$ cat config.mk
export PLATFORM = sky130hd
export DESIGN_NAME = cursor_tx_scheduler
export DESIGN_NICKNAME = d
export VERILOG_FILES = /design/src/rtl/cursor_pkg.sv /design/src/rtl/cursor_sat_accum.sv /design/src/rtl/cursor_tx_scheduler.sv
export SDC_FILE = /design/constraint.sdc
export NUM_CORES = 1
export LEC_CHECK = 0
export ABC_AREA = 1
export ABC_CLOCK_PERIOD_IN_PS = 8200
export CAP_MARGIN = 20
export CORE_UTILIZATION = 60
export DETAILED_ROUTE_END_ITERATION = 16
export GPL_TIMING_DRIVEN = 0
export PLACE_DENSITY = 0.82
export SLEW_MARGIN = 20
export SYNTH_ARGS = -nofsm -noshare
export SYNTH_HDL_FRONTEND = slang
export SYNTH_SLANG_ARGS = --single-unit
export TNS_END_PERCENT = 1
$ cat constraint.sdc
create_clock -name clk -period 8.2 [get_ports clk]
set_clock_uncertainty 0.05 [all_clocks]
set_input_delay 1.23 -clock clk [delete_from_list [all_inputs] [get_ports clk]]
set_output_delay 1.23 -clock clk [all_outputs]
set_load 0.05 [all_outputs]
$ cat src/rtl/cursor_pkg.sv
// cursor_pkg: shared state encoding and packet constants for the cursor transmit scheduler
package cursor_pkg;
   typedef enum logic [1:0] {IDLE, SEND, HOLD} state_t;
   localparam int PKT_MAX = 127;
   localparam int PKT_MIN = -127;
   localparam int UART_BITS_PER_BYTE = 10;
   localparam int PKT_BYTES = 5;
   function automatic int max_int(input int a, input int b);
      return a > b ? a : b;
   endfunction
endpackage

$ cat src/rtl/cursor_sat_accum.sv
// cursor_sat_accum: one-axis saturating motion accumulator with packet-range clamp of its next value
module cursor_sat_accum import cursor_pkg::*; #(
   parameter int ACC_W = 16
) (
   input  logic             clk,
   input  logic             rst,
   input  logic             add_en,
   input  logic [ACC_W-1:0] add,
   input  logic             sub_en,
   input  logic [7:0]       sub,
   output logic [ACC_W-1:0] acc,
   output logic [7:0]       clamped,
   output logic             sat
);
   localparam logic signed [ACC_W+1:0] LIM = {3'b000, {(ACC_W-1){1'b1}}};
   localparam logic signed [ACC_W+1:0] NLIM = -LIM;
   localparam logic signed [ACC_W-1:0] PMAX = ACC_W'(PKT_MAX);
   localparam logic signed [ACC_W-1:0] PMIN = ACC_W'(PKT_MIN);
   logic signed [ACC_W+1:0] sum;
   logic signed [ACC_W-1:0] acc_n;
   // subtract-emitted and add-new happen in one update so a delta in the SEND cycle is never lost
   always_comb begin
      sum = $signed({{2{acc[ACC_W-1]}}, acc})
          + (add_en ? $signed({{2{add[ACC_W-1]}}, add}) : '0)
          - (sub_en ? $signed({{(ACC_W-6){sub[7]}}, sub}) : '0);
      sat = sum > LIM || sum < NLIM;
      acc_n = sum > LIM ? LIM[ACC_W-1:0] : sum < NLIM ? NLIM[ACC_W-1:0] : sum[ACC_W-1:0];
      clamped = acc_n > PMAX ? PMAX[7:0] : acc_n < PMIN ? PMIN[7:0] : acc_n[7:0];
   end
   always_ff @(posedge clk or posedge rst)
      if (rst) acc <= '0;
      else acc <= acc_n;
endmodule

$ cat src/rtl/cursor_tx_scheduler.sv
// cursor_tx_scheduler: paces cursor motion/button packets to the UART transmitter, carrying residual motion.
// Optional CURSOR_KEEPALIVE_EN: a zero-motion packet is forced after KEEPALIVE_CYCLES idle cycles.
module cursor_tx_scheduler import cursor_pkg::*; #(
   parameter int CLKS_PER_BIT = 217,
   parameter int FRAME_CYCLES = PKT_BYTES * UART_BITS_PER_BYTE * (CLKS_PER_BIT + 1) + 64,
   parameter int GAP_CYCLES = 250000,
   parameter int ACC_W = 16,
   parameter int KEEPALIVE_CYCLES = 25000000
) (
   input  logic        clk,
   input  logic        rst,
   input  logic        enable,
   input  logic        in_valid,
   input  logic [15:0] in_dx,
   input  logic [15:0] in_dy,
   input  logic [1:0]  in_buttons,
   output logic        send,
   output logic [1:0]  buttons,
   output logic [7:0]  dx,
   output logic [7:0]  dy,
   output logic        busy,
   output logic        sat_flag
);
   localparam int HOLD_LOAD = max_int(FRAME_CYCLES, GAP_CYCLES) - 2;
   localparam int CW = $clog2(max_int(HOLD_LOAD, KEEPALIVE_CYCLES) + 1);
   state_t state, next;
   logic [CW-1:0] timer;
   logic [ACC_W-1:0] acc_x, acc_y;
   logic [7:0] cx, cy;
   logic sx, sy, pending, ka_fire, go, in_send;
   logic [1:0] last_btn;

   assign in_send = state == SEND;
   assign send = in_send;
   assign busy = state != IDLE;
   assign pending = acc_x != '0 || acc_y != '0 || in_buttons != last_btn;
   assign go = state == IDLE && enable && (pending || ka_fire);

   cursor_sat_accum #(.ACC_W(ACC_W)) u_acc_x (
      .clk, .rst, .add_en(in_valid), .add(in_dx), .sub_en(in_send), .sub(dx),
      .acc(acc_x), .clamped(cx), .sat(sx));
   cursor_sat_accum #(.ACC_W(ACC_W)) u_acc_y (
      .clk, .rst, .add_en(in_valid), .add(in_dy), .sub_en(in_send), .sub(dy),
      .acc(acc_y), .clamped(cy), .sat(sy));

`ifdef CURSOR_KEEPALIVE_EN
   logic [CW-1:0] ka_cnt;
   assign ka_fire = state == IDLE && !pending && ka_cnt >= CW'(KEEPALIVE_CYCLES - 1);
   always_ff @(posedge clk or posedge rst)
      if (rst) ka_cnt <= '0;
      else if (in_send) ka_cnt <= '0;
      else if (state == IDLE && !pending && !ka_fire) ka_cnt <= ka_cnt + 1'b1;
`else
   assign ka_fire = 1'b0;
`endif

   // HOLD leaves one cycle early so the next SEND lands exactly one packet period later
   always_comb begin
      next = state;
      next = state == IDLE ? (go ? SEND : IDLE) : state == SEND ? HOLD : (timer <= CW'(1) ? IDLE : HOLD);
   end

   // packet fields are captured on entry to SEND; the accumulators subtract them during SEND
   always_ff @(posedge clk or posedge rst)
      if (rst) begin
         state <= IDLE;
         timer <= '0;
         last_btn <= '0;
         dx <= '0;
         dy <= '0;
         buttons <= '0;
         sat_flag <= 1'b0;
      end else begin
         state <= next;
         timer <= in_send ? CW'(HOLD_LOAD) : state == HOLD ? timer - 1'b1 : timer;
         sat_flag <= sat_flag | sx | sy;
         if (go) begin
            dx <= pending ? cx : '0;
            dy <= pending ? cy : '0;
            buttons <= in_buttons;
            last_btn <= in_buttons;
         end
      end
endmodule

# == Word level (Yosys, flattened, before mapping) ==
# Index checks and enable logic that the tools add are counted.
# totals
register_bits,78
input_bits,38
# op_classes
n_addsub,5
order_cmp,9
n_eq_ne,3
mux,20
n_bitwise,2
n_reduce_logical,11
# ops
cell,count
18-bit two-way mux,4
16-bit two-way mux,4
25-bit two-way mux,2
8-bit two-way mux,6
18-bit adder,2
18-bit by 16-bit > comparator with 1-bit output (second input constant),2
18-bit by 16-bit < comparator with 1-bit output (second input constant),2
18-bit subtractor,2
16-bit by 8-bit > comparator with 1-bit output (second input constant),2
16-bit by 8-bit < comparator with 1-bit output (second input constant),2
16-bit nonzero test,2
25-bit by 1-bit less-or-equal comparator with 1-bit output (second input constant),1
25-bit by 1-bit subtractor with 25-bit output (second input constant),1
2-bit two-way mux,3
1-bit logical OR,4
2-bit nonzero test,2
2-bit by 1-bit equality test with 1-bit output (second input constant),1
2-bit equality test (second input constant),1
1-bit logical AND,2
2-bit logical NOT,1
2-bit != test,1
1-bit OR,2
1-bit two-way mux,1

# == Longest topological paths before layout ==
# depth
word_depth,10
ltp_mapped,33
mapped_depth_nobuf,31

# == Modules after synthesis ==
# A second synthesis with hierarchy kept.
# hier_totals
cells_unflattened,1215
hier_area_um2,7729.9
# by_module_without_submodules
module,instances,cells_each,area_per_inst_um2,seq_area_each_um2
cursor_sat_accum (u_acc_x),1,430,2586.2,400.4
cursor_sat_accum (u_acc_y),1,421,2576.2,400.4
cursor_tx_scheduler,1,364,2567.5,1151.1

# == Worst setup path before layout ==
# Ideal clock, no wire load.
# synth_timing
kind,register to register
from,register state[1]
to,register dy[0]
setup_ps,113
t_arrival_ps,4288
required_time_ps,8037
path_slack_ps,3749
stages_incl_launch_ff,32
cell_sequence,dfrtp_1 -> inv_1 -> ha_1 -> clkbuf_1 -> clkbuf_1 -> nand2_1 -> fa_1 -> inv_1 -> fa_1 -> inv_1 -> nand3_1 -> nand2_1 -> nand3_1 -> nand3_1 -> nand2_1 -> inv_1 -> nor2_1 -> nand2_1 -> nand2_1 -> nor2_1 -> nand2_1 -> nand2_4 -> buf_8 -> nand2_1 -> nand2_2 -> nand2_1 -> nor2_1 -> nand3_1 -> nand2_2 -> nand3_1 -> nand2_1 -> inv_1
# synth_between
elab_chain_len,10
# synth_rtl
item,line,text
start: declaration,cursor_tx_scheduler.sv:26,"state_t state, next;"
start signal: assignment,cursor_tx_scheduler.sv:74,state <= next;
2-bit by 1-bit equality test with 1-bit output *,cursor_tx_scheduler.sv:33,assign in_send = state == SEND;
named net send,cursor_tx_scheduler.sv:17,"output logic send,"
18-bit two-way mux *,cursor_sat_accum.sv:25,"- (sub_en ? $signed({{(ACC_W-6){sub[7]}}, sub}) : '0);"
18-bit subtractor *,cursor_sat_accum.sv:25,
18-bit by 16-bit < comparator with 1-bit output,cursor_sat_accum.sv:27,acc_n = sum > LIM ? LIM[ACC_W-1:0] : sum < NLIM ? NLIM[ACC_W-1:0] : sum[ACC_W-1:0];
16-bit two-way mux,cursor_sat_accum.sv:27,
16-bit two-way mux *,cursor_sat_accum.sv:27,
named net u_acc_y.acc_n[14],cursor_sat_accum.sv:20,logic signed [ACC_W-1:0] acc_n;
16-bit by 8-bit < comparator with 1-bit output,cursor_sat_accum.sv:28,clamped = acc_n > PMAX ? PMAX[7:0] : acc_n < PMIN ? PMIN[7:0] : acc_n[7:0];
8-bit two-way mux,cursor_sat_accum.sv:28,
8-bit two-way mux *,cursor_sat_accum.sv:28,
8-bit two-way mux *,cursor_tx_scheduler.sv:79,dy <= pending ? cy : '0;
end signal: assignment,cursor_tx_scheduler.sv:79,
end: declaration,cursor_tx_scheduler.sv:20,"output logic [7:0] dy,"
# Mark *: on every way through the listed nets, which the timed path passes. The rest lies on a longest branch.
# A chain may end at the register's enable or synchronous reset.

# == Worst setup path in the final report ==
# layout_timing
from,input in_valid
to,register dx[5]
# layout_between
elab_chain_len,10
# layout_rtl
item,line,text
start: declaration,cursor_tx_scheduler.sv:13,"input logic in_valid,"
18-bit two-way mux *,cursor_sat_accum.sv:24,"+ (add_en ? $signed({{2{add[ACC_W-1]}}, add}) : '0)"
18-bit adder *,cursor_sat_accum.sv:24,
18-bit subtractor *,cursor_sat_accum.sv:25,
18-bit by 16-bit < comparator with 1-bit output,cursor_sat_accum.sv:27,
16-bit two-way mux,cursor_sat_accum.sv:27,
16-bit two-way mux *,cursor_sat_accum.sv:27,
16-bit by 8-bit < comparator with 1-bit output,cursor_sat_accum.sv:28,
8-bit two-way mux,cursor_sat_accum.sv:28,
8-bit two-way mux *,cursor_sat_accum.sv:28,
8-bit two-way mux *,cursor_tx_scheduler.sv:78,dx <= pending ? cx : '0;
end signal: assignment,cursor_tx_scheduler.sv:78,
end: declaration,cursor_tx_scheduler.sv:19,"output logic [7:0] dx,"
# Mark *: on every way between the ends. The rest lies on a longest branch, timed or not.

==> impl_results.md <==
- Largest net degree at the start of global routing: 47
- Antenna violations before repair: 0
- Worst EP required: 8.37 ns
- Net Count, Synth: 1,146
- Worst Path Arrival: 5.69 ns
- Mux share of post-synthesis cell area: 0%
- Layout cell share with drive strength beyond 1: 4.770%
- Largest family of logic cells by synthesized area: simple AND/OR/NAND/NOR gates
- EDFF count, synth: 0
- Die Wd: 109.9 um
- Primary FF master, synth: dfrtp_1
- Crit path kind: in2reg
- Setup crit start kind: input port
- CTS Buf Count: 9
- Worst-Margin Slew: 0.7556 ns
- RSZ-0062 raised after global routing: no
- Placer Congestion: 0.9278
- Total wire length: 17,030 um
- WP buf/inv: 4
- Endpoints failing setup: 0
- Num ports: 59
- Status: finished clean
- Port-buffer cells: slightly below 60
- Iter 0 DRT Violations: roughly 450
- Die Ht: 109.9 um
- Post-layout min period: 5.524 ns
- FMAX: between 0.15 and 0.2 GHz
- CTS max path bufs: 2
- DRC Markers: 0
- Hold-fix buffers at CTS: 0
- CP Max Fanout: 10
- Post-Place Cells: 1,238
- Post-Synth Simple-Gate Area: 32.31%
- Non-Filler Instances: around 1,300
- Overall Global Routing Usage: 30.75%
- CTS sink cnt: 78
- Final net count: 1,216
- Fill cells: roughly 990
- First-pass DRT Iterations: 5
- HPWL after detailed placement: 13,640 um
- Synthesis Warnings: 0
- Die area: 12,070 um^2
- Final Max Tran Viols: 0
- Library cells used by synthesis: 45
- Cell mode on critical path: nand2_1
- WL/cell: 13.58 um
- CP Capture Type: register
- ANT nets after route: 0
- Worst Hold Class: reg2reg
- Clock latency on the worst-skew pair: 0.34 ns
- Vias per cell: about 5.3
- Slowest CP cell: clkbuf_1
- DR vias: ~6,600
- Vias in the first global route: 6,160
- Final hold viol count: 0
- Total grt overflow: 0
- Synth Register Bits: 78
- Clock Tree Root: clkbuf_16
- Antenna Cells: 0
- Post-route clock period utilization: between 60% and 70%
- Row count: 39
- Syn Area/Cell: 6.740 um^2
- Synth Area in XOR/XNOR: 1.021%
- Area growth syn-to-layout: 15.61%
- Total negative slack: 0 ns
- Adder-cell share of the synthesized area: approximately 16%
- Synth Area in Compound Gates: approximately 8.8%
- Global-route wire length before repair: 28,430 um
- CTS tree: built
- Core box area: 11,370 um^2
- Post-CTS setup buffer count: 0
- Largest stage delay on the critical path: a little over 0.6 ns
- Mapped Cells: 1,036
- Htree depth: 3
- Cell Area, Synth: 6983 um^2
- Delay-heaviest family, CP: simple AND/OR/NAND/NOR gates
- Post-cts resize count: 0
- Starting Density: 61.42%
- MaxCap Viol Count: 0
- FFs w/ async S/R, synth: 100.0%
- Seq/Total Area, Yosys: 27.95%
- Relative slew slack: between 40% and 50%
- Clk pin slew, worst setup/hold paths: 0.07 ns
-- final timing paths --
check / endpoint / slack [ns] / startpoint / depth (start not counted)
setup / recovery: dx[5] / 2.68 / in_valid / 25
hold reg to reg: timer[22] / 0.42 / timer[22] / 1
hold / removal: timer[22] / 0.42 / timer[22] / 1
min in group asynchronous: timer[4] / 1.20 / rst / 2
setup reg to reg: dy[4] / 3.18 / state[1] / 28
max in group asynchronous: u_acc_x.acc[7] / 6.33 / rst / 3
-- layer usage --
metal	GRT usage, %	vias to the layer above	wire length (um)
li1	-	3332	-
met1	41.11	3082	7743
met5	0	-	0
met2	51.03	195	7965
met4	12.67	0	523
met3	3.201	34	795
-- flip-flops by register name (all words and copies together), names as in the netlist --
name	cells
dx	8
dy	8
last_btn	2
sat_flag	1
state	2
timer	25
u_acc_x.acc	16
u_acc_y.acc	16
-- cell type report --
class	instances	area (um^2)	area share, %
clock buffers	10	229.0	2.836
flip-flops and latches	78	1952	24.18
clock inverters	6	71.32	0.8834
repair buffers	59	608.1	7.533
well taps	143	178.9	2.216
plain buffers	13	86.33	1.069
multi-input cells	716	4085	50.60
inverters	229	862.1	10.68
-- synthesized netlist by cell type (2+ instances only) --
| master | n | area, um^2 |
|---|---|---|
| nand4_1 | 13 | 81.33 |
| nand2_1 | 316 | 1186 |
| clkbuf_1 | 8 | 30.03 |
| a22oi_1 | 2 | 15.01 |
| nand3_2 | 2 | 20.02 |
| o21ai_2 | 3 | 26.28 |
| or2_2 | 3 | 18.77 |
| o21bai_1 | 3 | 22.52 |
| nand3b_1 | 8 | 60.06 |
| fa_1 | 32 | 640.6 |
| o31ai_1 | 4 | 30.03 |
| o41ai_1 | 2 | 17.52 |
| nor4_1 | 10 | 62.56 |
| a21oi_1 | 51 | 255.2 |
| o21ai_0 | 28 | 140.1 |
| dfrtp_1 | 78 | 1952 |
| inv_2 | 2 | 7.510 |
| o21ai_1 | 4 | 20.02 |
| nor3b_1 | 2 | 15.01 |
| inv_1 | 227 | 852.1 |
| xnor2_1 | 4 | 35.03 |
| ha_1 | 40 | 500.5 |
| nor3_1 | 15 | 75.07 |
| nand2_2 | 14 | 87.58 |
| a31oi_1 | 2 | 12.51 |
| nor2_1 | 90 | 337.8 |
| buf_6 | 2 | 22.52 |
| nand3_1 | 54 | 270.3 |
-- kinds of logic after synthesis --
| family | count (synthesis) |
|---|---|
| simple gates | 532 |
| buf+inv | 242 |
| compound gates | 106 |
| flops | 78 |
| fa+ha+maj | 72 |
| xor+xnor | 6 |
-- cells in the final DEF (no fill, tap or decap), types with 4 or more instances in the layout --
cell type,instances
o31ai_1,4
a21oi_1,51
o21ai_0,28
nand3_1,54
nor3_1,15
nor2_1,90
nand2_1,316
nand3b_1,8
dfrtp_1,78
nand2_2,14
xnor2_1,4
clkbuf_1,9
fa_1,32
o21ai_1,4
nand4_1,13
clkbuf_16,9
nor4_1,10
clkdlybuf4s50_1,58
ha_1,40
inv_1,226
-- metrics by stage --
step / cell area (um^2) / worst slack, ns / util (%) / hold slack [ns]
final: 8073 / 2.676 / 71.00 / 0.4247
after global routing: 8073 / 2.240 / 71.00 / 0.4546
after CTS: 8073 / 2.731 / 71.00 / 0.4289
after detailed placement: 7772 / 2.417 / 68.36 / 0.4187
after global placement: 7742 / 2.461 / 68.10 / 0.4073
after floorplan: 6983 / 3.749 / - / 0.3843
Power is left out: the tool's default activity adds up to more than one toggle a clock period on the data nets, which glitch-free logic cannot reach.
